[config.mk]
export PLATFORM = sky130hd
export DESIGN_NAME = swap_seq_flat
export DESIGN_NICKNAME = d
export VERILOG_FILES = /design/src/rtl/swap_seq_if.sv /design/src/rtl/swap_seq.sv /design/src/flat_wrapper.sv
export SDC_FILE = /design/constraint.sdc
export NUM_CORES = 1
export LEC_CHECK = 0
export ABC_AREA = 1
export CORE_MARGIN = 10
export CORE_UTILIZATION = 35
export CTS_CLUSTER_DIAMETER = 150
export DETAILED_ROUTE_END_ITERATION = 7
export PLACE_DENSITY = 0.78
export SETUP_SLACK_MARGIN = 0.15
export SLEW_MARGIN = 20
export SYNTH_ARGS = -nofsm -noshare
export SYNTH_HDL_FRONTEND = slang
export SYNTH_SLANG_ARGS = --single-unit
[constraint.sdc]
create_clock -name clk -period 1.3 [get_ports clk]
set_clock_uncertainty 0.15 [all_clocks]
set_input_delay 0.26 -clock clk [delete_from_list [all_inputs] [get_ports clk]]
set_output_delay 0.26 -clock clk [all_outputs]
set_load 0.02 [all_outputs]
[src/rtl/swap_seq_if.sv]
// Bundle between the SWP sequencer, the control unit, the register file and the swap store.
// The master side is the sequencer; the slave side is everything around it.
interface swap_seq_if #(
    parameter int unsigned DW = 32,
    parameter int unsigned AW = 4
) ();
    logic          start;
    logic [AW-1:0] ra;
    logic [AW-1:0] rb;
    logic [DW-1:0] swp_a;
    logic [DW-1:0] swp_b;
    logic [AW-1:0] rf_rd_a;
    logic [AW-1:0] rf_rd_b;
    logic          swp_we;
    logic          rf_we;
    logic [AW-1:0] rf_wr_addr;
    logic [DW-1:0] rf_wr_data;
    logic          busy;
    logic          done;

    modport master (
        input  start, ra, rb, swp_a, swp_b,
        output rf_rd_a, rf_rd_b, swp_we, rf_we, rf_wr_addr, rf_wr_data, busy, done
    );

    modport slave (
        output start, ra, rb, swp_a, swp_b,
        input  rf_rd_a, rf_rd_b, swp_we, rf_we, rf_wr_addr, rf_wr_data, busy, done
    );
endinterface

[src/rtl/swap_seq.sv]
// SWP instruction sequencer: reads Ra/Rb into the swap store, then writes them back crossed over.
// Every output is a flop loaded from the decode of the state the FSM is leaving, so swp_we is glitch-free.
module swap_seq #(
    parameter int unsigned DW       = 32,
    parameter int unsigned AW       = 4,
    parameter bit          ZERO_REG = 1'b1
) (
    input  logic        clk,
    input  logic        rst_f,
    swap_seq_if.master  bus
);
    typedef enum logic [2:0] {
        S_IDLE  = 3'd0,
        S_READ  = 3'd1,
        S_LATCH = 3'd2,
        S_WRA   = 3'd3,
        S_WRB   = 3'd4,
        S_DONE  = 3'd5
    } state_t;

    state_t        state_q, state_d;
    logic [AW-1:0] ra_q, rb_q, ra_d, rb_d;

    logic [AW-1:0] rd_a_d, rd_b_d, wr_addr_d;
    logic [DW-1:0] wr_data_d;
    logic          swp_we_d, rf_we_d, busy_d, done_d;

    // Next-state and next-output decode
    always_comb begin
        state_d   = state_q;
        ra_d      = ra_q;
        rb_d      = rb_q;
        rd_a_d    = '0;
        rd_b_d    = '0;
        wr_addr_d = '0;
        wr_data_d = '0;
        swp_we_d  = 1'b0;
        rf_we_d   = 1'b0;
        busy_d    = 1'b0;
        done_d    = 1'b0;
        case (state_q)
            S_IDLE: begin
                if (bus.start) begin
                    if (bus.ra != bus.rb) begin
                        ra_d    = bus.ra;
                        rb_d    = bus.rb;
                        state_d = S_READ;
                    end else begin
                        state_d = S_DONE;
                    end
                end
            end
            S_READ: begin
                rd_a_d  = ra_q;
                rd_b_d  = rb_q;
                busy_d  = 1'b1;
                state_d = S_LATCH;
            end
            S_LATCH: begin
                rd_a_d   = ra_q;
                rd_b_d   = rb_q;
                busy_d   = 1'b1;
                swp_we_d = 1'b1;
                state_d  = S_WRA;
            end
            S_WRA: begin
                rd_a_d    = ra_q;
                rd_b_d    = rb_q;
                busy_d    = 1'b1;
                rf_we_d   = (ZERO_REG == 1'b0) || (ra_q != '0);
                wr_addr_d = ra_q;
                wr_data_d = bus.swp_b;
                state_d   = S_WRB;
            end
            S_WRB: begin
                rd_a_d    = ra_q;
                rd_b_d    = rb_q;
                busy_d    = 1'b1;
                rf_we_d   = (ZERO_REG == 1'b0) || (rb_q != '0);
                wr_addr_d = rb_q;
                wr_data_d = bus.swp_a;
                state_d   = S_DONE;
            end
            S_DONE: begin
                busy_d  = 1'b1;
                done_d  = 1'b1;
                state_d = S_IDLE;
            end
            default: state_d = S_IDLE;
        endcase
    end

    // State, captured operands and output flops
    always_ff @(posedge clk or negedge rst_f) begin
        if (!rst_f) begin
            state_q        <= S_IDLE;
            ra_q           <= '0;
            rb_q           <= '0;
            bus.rf_rd_a    <= '0;
            bus.rf_rd_b    <= '0;
            bus.swp_we     <= 1'b0;
            bus.rf_we      <= 1'b0;
            bus.rf_wr_addr <= '0;
            bus.rf_wr_data <= '0;
            bus.busy       <= 1'b0;
            bus.done       <= 1'b0;
        end else begin
            state_q        <= state_d;
            ra_q           <= ra_d;
            rb_q           <= rb_d;
            bus.rf_rd_a    <= rd_a_d;
            bus.rf_rd_b    <= rd_b_d;
            bus.swp_we     <= swp_we_d;
            bus.rf_we      <= rf_we_d;
            bus.rf_wr_addr <= wr_addr_d;
            bus.rf_wr_data <= wr_data_d;
            bus.busy       <= busy_d;
            bus.done       <= done_d;
        end
    end
endmodule
[src/flat_wrapper.sv]
// flat-port wrapper written by rule: the top's interface ports become plain ports
module swap_seq_flat 
#(
    parameter int unsigned DW       = 32,
    parameter int unsigned AW       = 4,
    parameter bit          ZERO_REG = 1'b1
)
  (clk, rst_f, bus_start, bus_ra, bus_rb, bus_swp_a, bus_swp_b, bus_rf_rd_a, bus_rf_rd_b, bus_swp_we, bus_rf_we, bus_rf_wr_addr, bus_rf_wr_data, bus_busy, bus_done);
  swap_seq_if #(.DW(DW), .AW(AW)) bus_i ();
  input  logic clk;
  input  logic rst_f;
  input wire logic [$bits(bus_i.start)-1:0] bus_start;
  input wire logic [$bits(bus_i.ra)-1:0] bus_ra;
  input wire logic [$bits(bus_i.rb)-1:0] bus_rb;
  input wire logic [$bits(bus_i.swp_a)-1:0] bus_swp_a;
  input wire logic [$bits(bus_i.swp_b)-1:0] bus_swp_b;
  output wire logic [$bits(bus_i.rf_rd_a)-1:0] bus_rf_rd_a;
  output wire logic [$bits(bus_i.rf_rd_b)-1:0] bus_rf_rd_b;
  output wire logic [$bits(bus_i.swp_we)-1:0] bus_swp_we;
  output wire logic [$bits(bus_i.rf_we)-1:0] bus_rf_we;
  output wire logic [$bits(bus_i.rf_wr_addr)-1:0] bus_rf_wr_addr;
  output wire logic [$bits(bus_i.rf_wr_data)-1:0] bus_rf_wr_data;
  output wire logic [$bits(bus_i.busy)-1:0] bus_busy;
  output wire logic [$bits(bus_i.done)-1:0] bus_done;
  assign bus_i.start = bus_start;
  assign bus_i.ra = bus_ra;
  assign bus_i.rb = bus_rb;
  assign bus_i.swp_a = bus_swp_a;
  assign bus_i.swp_b = bus_swp_b;
  assign bus_rf_rd_a = bus_i.rf_rd_a;
  assign bus_rf_rd_b = bus_i.rf_rd_b;
  assign bus_swp_we = bus_i.swp_we;
  assign bus_rf_we = bus_i.rf_we;
  assign bus_rf_wr_addr = bus_i.rf_wr_addr;
  assign bus_rf_wr_data = bus_i.rf_wr_data;
  assign bus_busy = bus_i.busy;
  assign bus_done = bus_i.done;
  swap_seq #(.DW(DW), .AW(AW), .ZERO_REG(ZERO_REG)) u_core (.clk(clk), .rst_f(rst_f), .bus(bus_i));
endmodule
* Word level (Yosys, flattened, before mapping)
Index checks and enable logic that the tools add are counted.
Cells by class: add/subtract/negate cells 0, $mul 0, div/mod/pow operators 0, $lt $le $gt $ge 0, equal/unequal tests 7, shift operators 0, muxes and demuxes 11, bitwise operators 0, reductions and logical operators 6
Operators with widths (count):
- $pmux 32 s2 | 1
- $pmux 3 s5 | 1
- $mux 4 | 2
- $pmux 4 s2 | 1
- $reduce_bool 4->1 | 2
- $eq 3x2->1 const B | 2
- $eq 3x3->1 const B | 2
- $mux 3 | 2
- $reduce_or 5->1 | 1
- $ne 4x4->1 | 1
- $reduce_or 4->1 | 1
- $eq 3x1->1 const B | 1
- $logic_not 3->1 | 1
- $mux 1 | 3
- $reduce_and 3->1 | 1
- $ne 2x2->1 const B | 1
- $pmux 1 s2 | 1
Word-level totals: flip-flop bits (word level) 59, latch bits 0, RAM bits 0, bits in read-only memories 0, bits of input ports 75, output and inout port bits 48, logic and storage cells 35, memories kept 0

* Depth between registers and ports, before layout
depth in word-level cells 4, mapped depth 8, mapped depth without buffers 8

* Least setup slack after synthesis
OpenSTA, ideal clock, no wires.
path kind reg-to-reg, start reg u_core.state_q[1], end reg u_core.bus.rf_rd_a[2], library setup time 0.111 ns, arrival 1.125 ns, required time 1.039 ns, path slack -0.086 ns, cell stages (with the launch flop) 9, path buffers 1, clock period less this slack 1.386 ns, cells stage by stage dfrtp_1 nand2_1 nor2_4 inv_2 nand2_1 or2_1 buf_6 nand2_2 inv_2
Between the ends: cells in the longest elaborated chain, start to end 3, elaborated cells on any way between the ends 6, classes of those cells eq/ne (4); mux (1); reduce/logical (1)
RTL lines:
- from (decl) | RTL line swap_seq.sv:21 | state_t state_q, state_d;
- from (signal assigned) | RTL line swap_seq.sv:108 | state_q <= state_d;
- $eq 3x1->1, or another cell as far along | RTL line swap_seq.sv:41 | case (state_q)
- $reduce_or 4->1 (no line) (*)
- $mux 4 (*) | RTL line swap_seq.sv:41
- named net u_core.rd_a_d[2] | RTL line swap_seq.sv:24 | logic [AW-1:0] rd_a_d, rd_b_d, wr_addr_d;
- to (signal assigned) | RTL line swap_seq.sv:111 | bus.rf_rd_a <= rd_a_d;
- to (decl) | RTL line swap_seq_if.sv:23 | output rf_rd_a, rf_rd_b, swp_we, rf_we, rf_wr_addr, rf_wr_data, busy, done
Mark *: on every way through the listed nets, which the timed path passes. The rest lies on a longest branch. A chain may end at the register's enable or synchronous reset.

* Worst setup path after layout
start reg u_core.state_q[1], end reg u_core.bus.rf_wr_data[3]
Between the ends: cells in the longest elaborated chain, start to end 2, elaborated cells on any way between the ends 3, classes of those cells eq/ne (2); mux (1)
RTL lines:
- $eq 3x3->1 or $eq 3x2->1 (tied branches) | RTL line swap_seq.sv:41
- $pmux 32 s2 (*) | RTL line swap_seq.sv:41
- named net u_core.wr_data_d[3] | RTL line swap_seq.sv:25 | logic [DW-1:0] wr_data_d;
- to (signal assigned) | RTL line swap_seq.sv:116 | bus.rf_wr_data <= wr_data_d;
- to (decl) | RTL line swap_seq_if.sv:23
Marked as above.

==> out/qor.yml <==
clock_sinks: 59
antenna_found_initial: 0
timing.hold.ws_ns: 0.204
min_path_cells: 3
clkLatencyLatePin_ns: 0.33
yosys.cell_types.count: 22
n_fill_cell: 465
num_rows: 29
grt_use_met2_pct: 28.7
tritoncts: "done"
vias: 2096
top_level_ports: 123
place.gp.congestion: 0.741
routedWlPerCell_um: 17.5
die_w_um: 101
run_status: "finished, violations left"
max_cap_viol_count: 0
period_needed_ns: 1.49
clk_root_buffer_cell: "sky130_fd_sc_hd__clkbuf_8"
postSynthCellCount: 200
post_synth_main_area_contributors: "sky130_fd_sc_hd__dfrtp_1 65%, sky130_fd_sc_hd__a22o_1 13%, sky130_fd_sc_hd__nand2_1 6.0%, sky130_fd_sc_hd__inv_1 2.8%, sky130_fd_sc_hd__nand2_2 2.5%"
grt.overflow.total: 0
syn_nets: 275
rr_worst_depth: 7
fin_ws_ns: -0.192
worstPathRequired_ns: 1.35
maximum_number_of_pins_on_one_net_before_global_route_repair: 60
p_seq_share_pct: 31.4
clk_transition_reported_paths_ns: 0.07
vdd_ir_drop_max_mv: 1.05
clock.fmax_mhz: 670
timing.max_slew.rel_slack_pct: 69.9
setup.worst_path.class: "flop to flop"
rsz0062_at_grt: "true"
critical_path_arrival_ns: 1.55
drive_above_1_share_pct: 44.0
grt_use_total_pct: 14.7
initial_utilization_pct: 35.9
failed_checks: "negative setup slack"
grt_first_pass_wirelength_um: 11700
layout.cells.non_filler: 452
dr.pass1.iters: 4
total_leakage_power_nw: 2.19
worst_pin_slew_ns: 0.448
cts_htree_levels: 3
report.final.slew_viol_count: 0
fp.dieH_um: 101
core_area_um2: 6310
internal-power_w: 0.00584
post-synth-top-count-cell: "sky130_fd_sc_hd__dfrtp_1"
detailedRoute.firstIterationViolations: 35
critPathLaunchType: "flop"
synth.top_cells.by_count: "59 x sky130_fd_sc_hd__dfrtp_1, 36 x sky130_fd_sc_hd__nand2_1, 33 x sky130_fd_sc_hd__a22o_1, 17 x sky130_fd_sc_hd__inv_1, 11 x sky130_fd_sc_hd__nand3_1"
finish.utilization_pct: 70.8
power_switching_share_pct: 36.5
area.growth.synth_to_final_pct: 97.0
end_kind: "flop"
clock_power_share_pct: 16.1
die_area_um2: 10100
numPlacedInstances: 413
use_met3_pct: 3.36
cts_inserted_buffers: 9
power.density_cell_area_nw_per_um2: 2060
synth_top_flop_cell: "sky130_fd_sc_hd__dfrtp_1"
drt_wl_total_um: 7890
dpl.hpwl_um: 5440
yosysWarningCount: 0
avgSynthCellArea_um2: 11.3
syn_area_um2: 2270
portBuffers: 122
synth_enable_flop_cells: 0
final_net_count: 445
switchingPower_w: 0.00336
hold_violations: 0
timing.critical_path.fanout_max: 6
report.final.setup_viol: 55
synth_largest_area_cell: "sky130_fd_sc_hd__dfrtp_1"
min_period_over_period_pct: 115
timing.hold.worst.class: "input port to flop"
power_frac_comb_pct: 52.5
antenna_violating_nets_post_route: 0
n_antenna_cell: 0
drt_drc_violations_left: 0
grt_pass1_vias: 2276
synth-seq-cells: 59
synth-seq-area-share_pct: 65.1
async_reset_ff_share_pct: 100
busiest_layer: "met2"
netlist.area_leader.share_pct: 65.1
globalRouteMet1Util_pct: 14.4
average_via_count_per_standard_cell: 4.64
ctsLongestPathBuffers: 2
-- final cells by class --
cell class | count | area (um^2) | share of cell area (%)
multi-input cells | 108 | 801 | 17.9
clock inverters | 4 | 25.0 | 0.560
clock buffers | 12 | 155 | 3.47
inverters | 27 | 116 | 2.60
flip-flops and latches | 59 | 1480 | 33.1
repair buffers | 165 | 1800 | 40.2
well taps | 77 | 96.3 | 2.16
-- layout by cell type (no fill, tap or decap), types with 2 or more instances in the layout --
cell                              instances
sky130_fd_sc_hd__clkbuf_8                11
sky130_fd_sc_hd__buf_16                   3
sky130_fd_sc_hd__o21ai_2                  4
sky130_fd_sc_hd__clkinv_2                 2
sky130_fd_sc_hd__nand2_1                 23
sky130_fd_sc_hd__buf_12                   4
sky130_fd_sc_hd__nor2_4                   4
sky130_fd_sc_hd__nand3_1                  6
sky130_fd_sc_hd__nand2_2                 20
sky130_fd_sc_hd__buf_6                   69
sky130_fd_sc_hd__buf_4                   13
sky130_fd_sc_hd__inv_1                   13
sky130_fd_sc_hd__nand2_4                  3
sky130_fd_sc_hd__inv_2                   12
sky130_fd_sc_hd__clkinvlp_4               2
sky130_fd_sc_hd__nand3_2                  4
sky130_fd_sc_hd__dfrtp_1                 58
sky130_fd_sc_hd__nor2_2                   2
sky130_fd_sc_hd__clkdlybuf4s50_1         72
sky130_fd_sc_hd__a22o_1                  33
-- critical path, cell delays in order, from the launching register on --
cell and delay [ns]:
sky130_fd_sc_hd__dfrtp_1 0.43, sky130_fd_sc_hd__nor2_4 0.06, sky130_fd_sc_hd__nand2_2 0.09, sky130_fd_sc_hd__buf_6 0.13, sky130_fd_sc_hd__clkinv_8 0.08, sky130_fd_sc_hd__buf_12 0.13, sky130_fd_sc_hd__buf_16 0.12, sky130_fd_sc_hd__a22o_1 0.17
-- stage by stage --
step                      cell area, um^2  power (W)  setup TNS [ns]  setup slack, ns
after global routing                 4470    0.00970           -8.72           -0.240
after global placement               3730    0.00629           -9.69           -0.424
final                                4470    0.00920           -6.61           -0.192
after CTS                            4340    0.00888           -3.26           -0.135
after floorplan                      2300    0.00464          -0.946          -0.0732
after detailed placement             3730    0.00638          -11.44           -0.554
-- power groups by stage --
stage               Sequential (W)  Clock, W  Combinational, W
finish                     0.00289   0.00148           0.00483
global route               0.00294   0.00161           0.00514
CTS                        0.00287   0.00151           0.00449
detailed placement         0.00281         0           0.00357
global placement           0.00278         0           0.00351
floorplan                  0.00337         0           0.00127
-- worst paths after layout --
kind | startpoint | to | slack, ns
max in group asynchronous | rst_f | u_core.state_q[2] | 0.41
setup reg to reg | u_core.state_q[1] | u_core.bus.rf_wr_data[3] | -0.19
hold / removal | bus_rb[0] | u_core.rb_q[0] | 0.20
hold reg to reg | u_core.rb_q[3] | u_core.bus.rf_rd_b[3] | 0.38
min in group asynchronous | rst_f | u_core.bus.rf_wr_data[4] | 0.32
setup / recovery | u_core.state_q[1] | u_core.bus.rf_wr_data[3] | -0.19
-- flip-flops by register name, indices dropped and copies added, names as in the netlist --
register	cells
u_core.bus.busy	1
u_core.bus.done	1
u_core.bus.rf_rd_a	4
u_core.bus.rf_rd_b	4
u_core.bus.rf_we	1
u_core.bus.rf_wr_addr	4
u_core.bus.rf_wr_data	32
u_core.bus.swp_we	1
u_core.ra_q	4
u_core.rb_q	4
u_core.state_q	3
-- per-layer routing --
| layer | up-vias | part of all wire (%) | routed length, um |
|---|---|---|---|
| met5 | - | 0 | 0 |
| met1 | 1010 | 36 | 2840 |
| met3 | 8 | 5.7 | 449 |
| met2 | 71 | 57 | 4510 |
| li1 | 1007 | - | - |
| met4 | 0 | 1.2 | 98 |
-- logic make-up (layout without fill, tap and decap cells) --
family	Yosys count	in the layout	share of synthesized area [%]
AND/OR/NAND/NOR	66	67	13.7
flip-flops	59	59	65.1
AO/OA/AOI/OAI	41	41	14.8
buffers and inverters	34	208	6.40
-- what timing repair did --
action	4_1_cts	5_1_grt
endpoints found under the setup margin	105	106
pin swaps	22	23
hold endpoints to repair	59	0
cloned	4	1
resized for setup	342	26
hold buffers	1	0
buffers inserted	13	4
(Power assumes the default switching activity.)
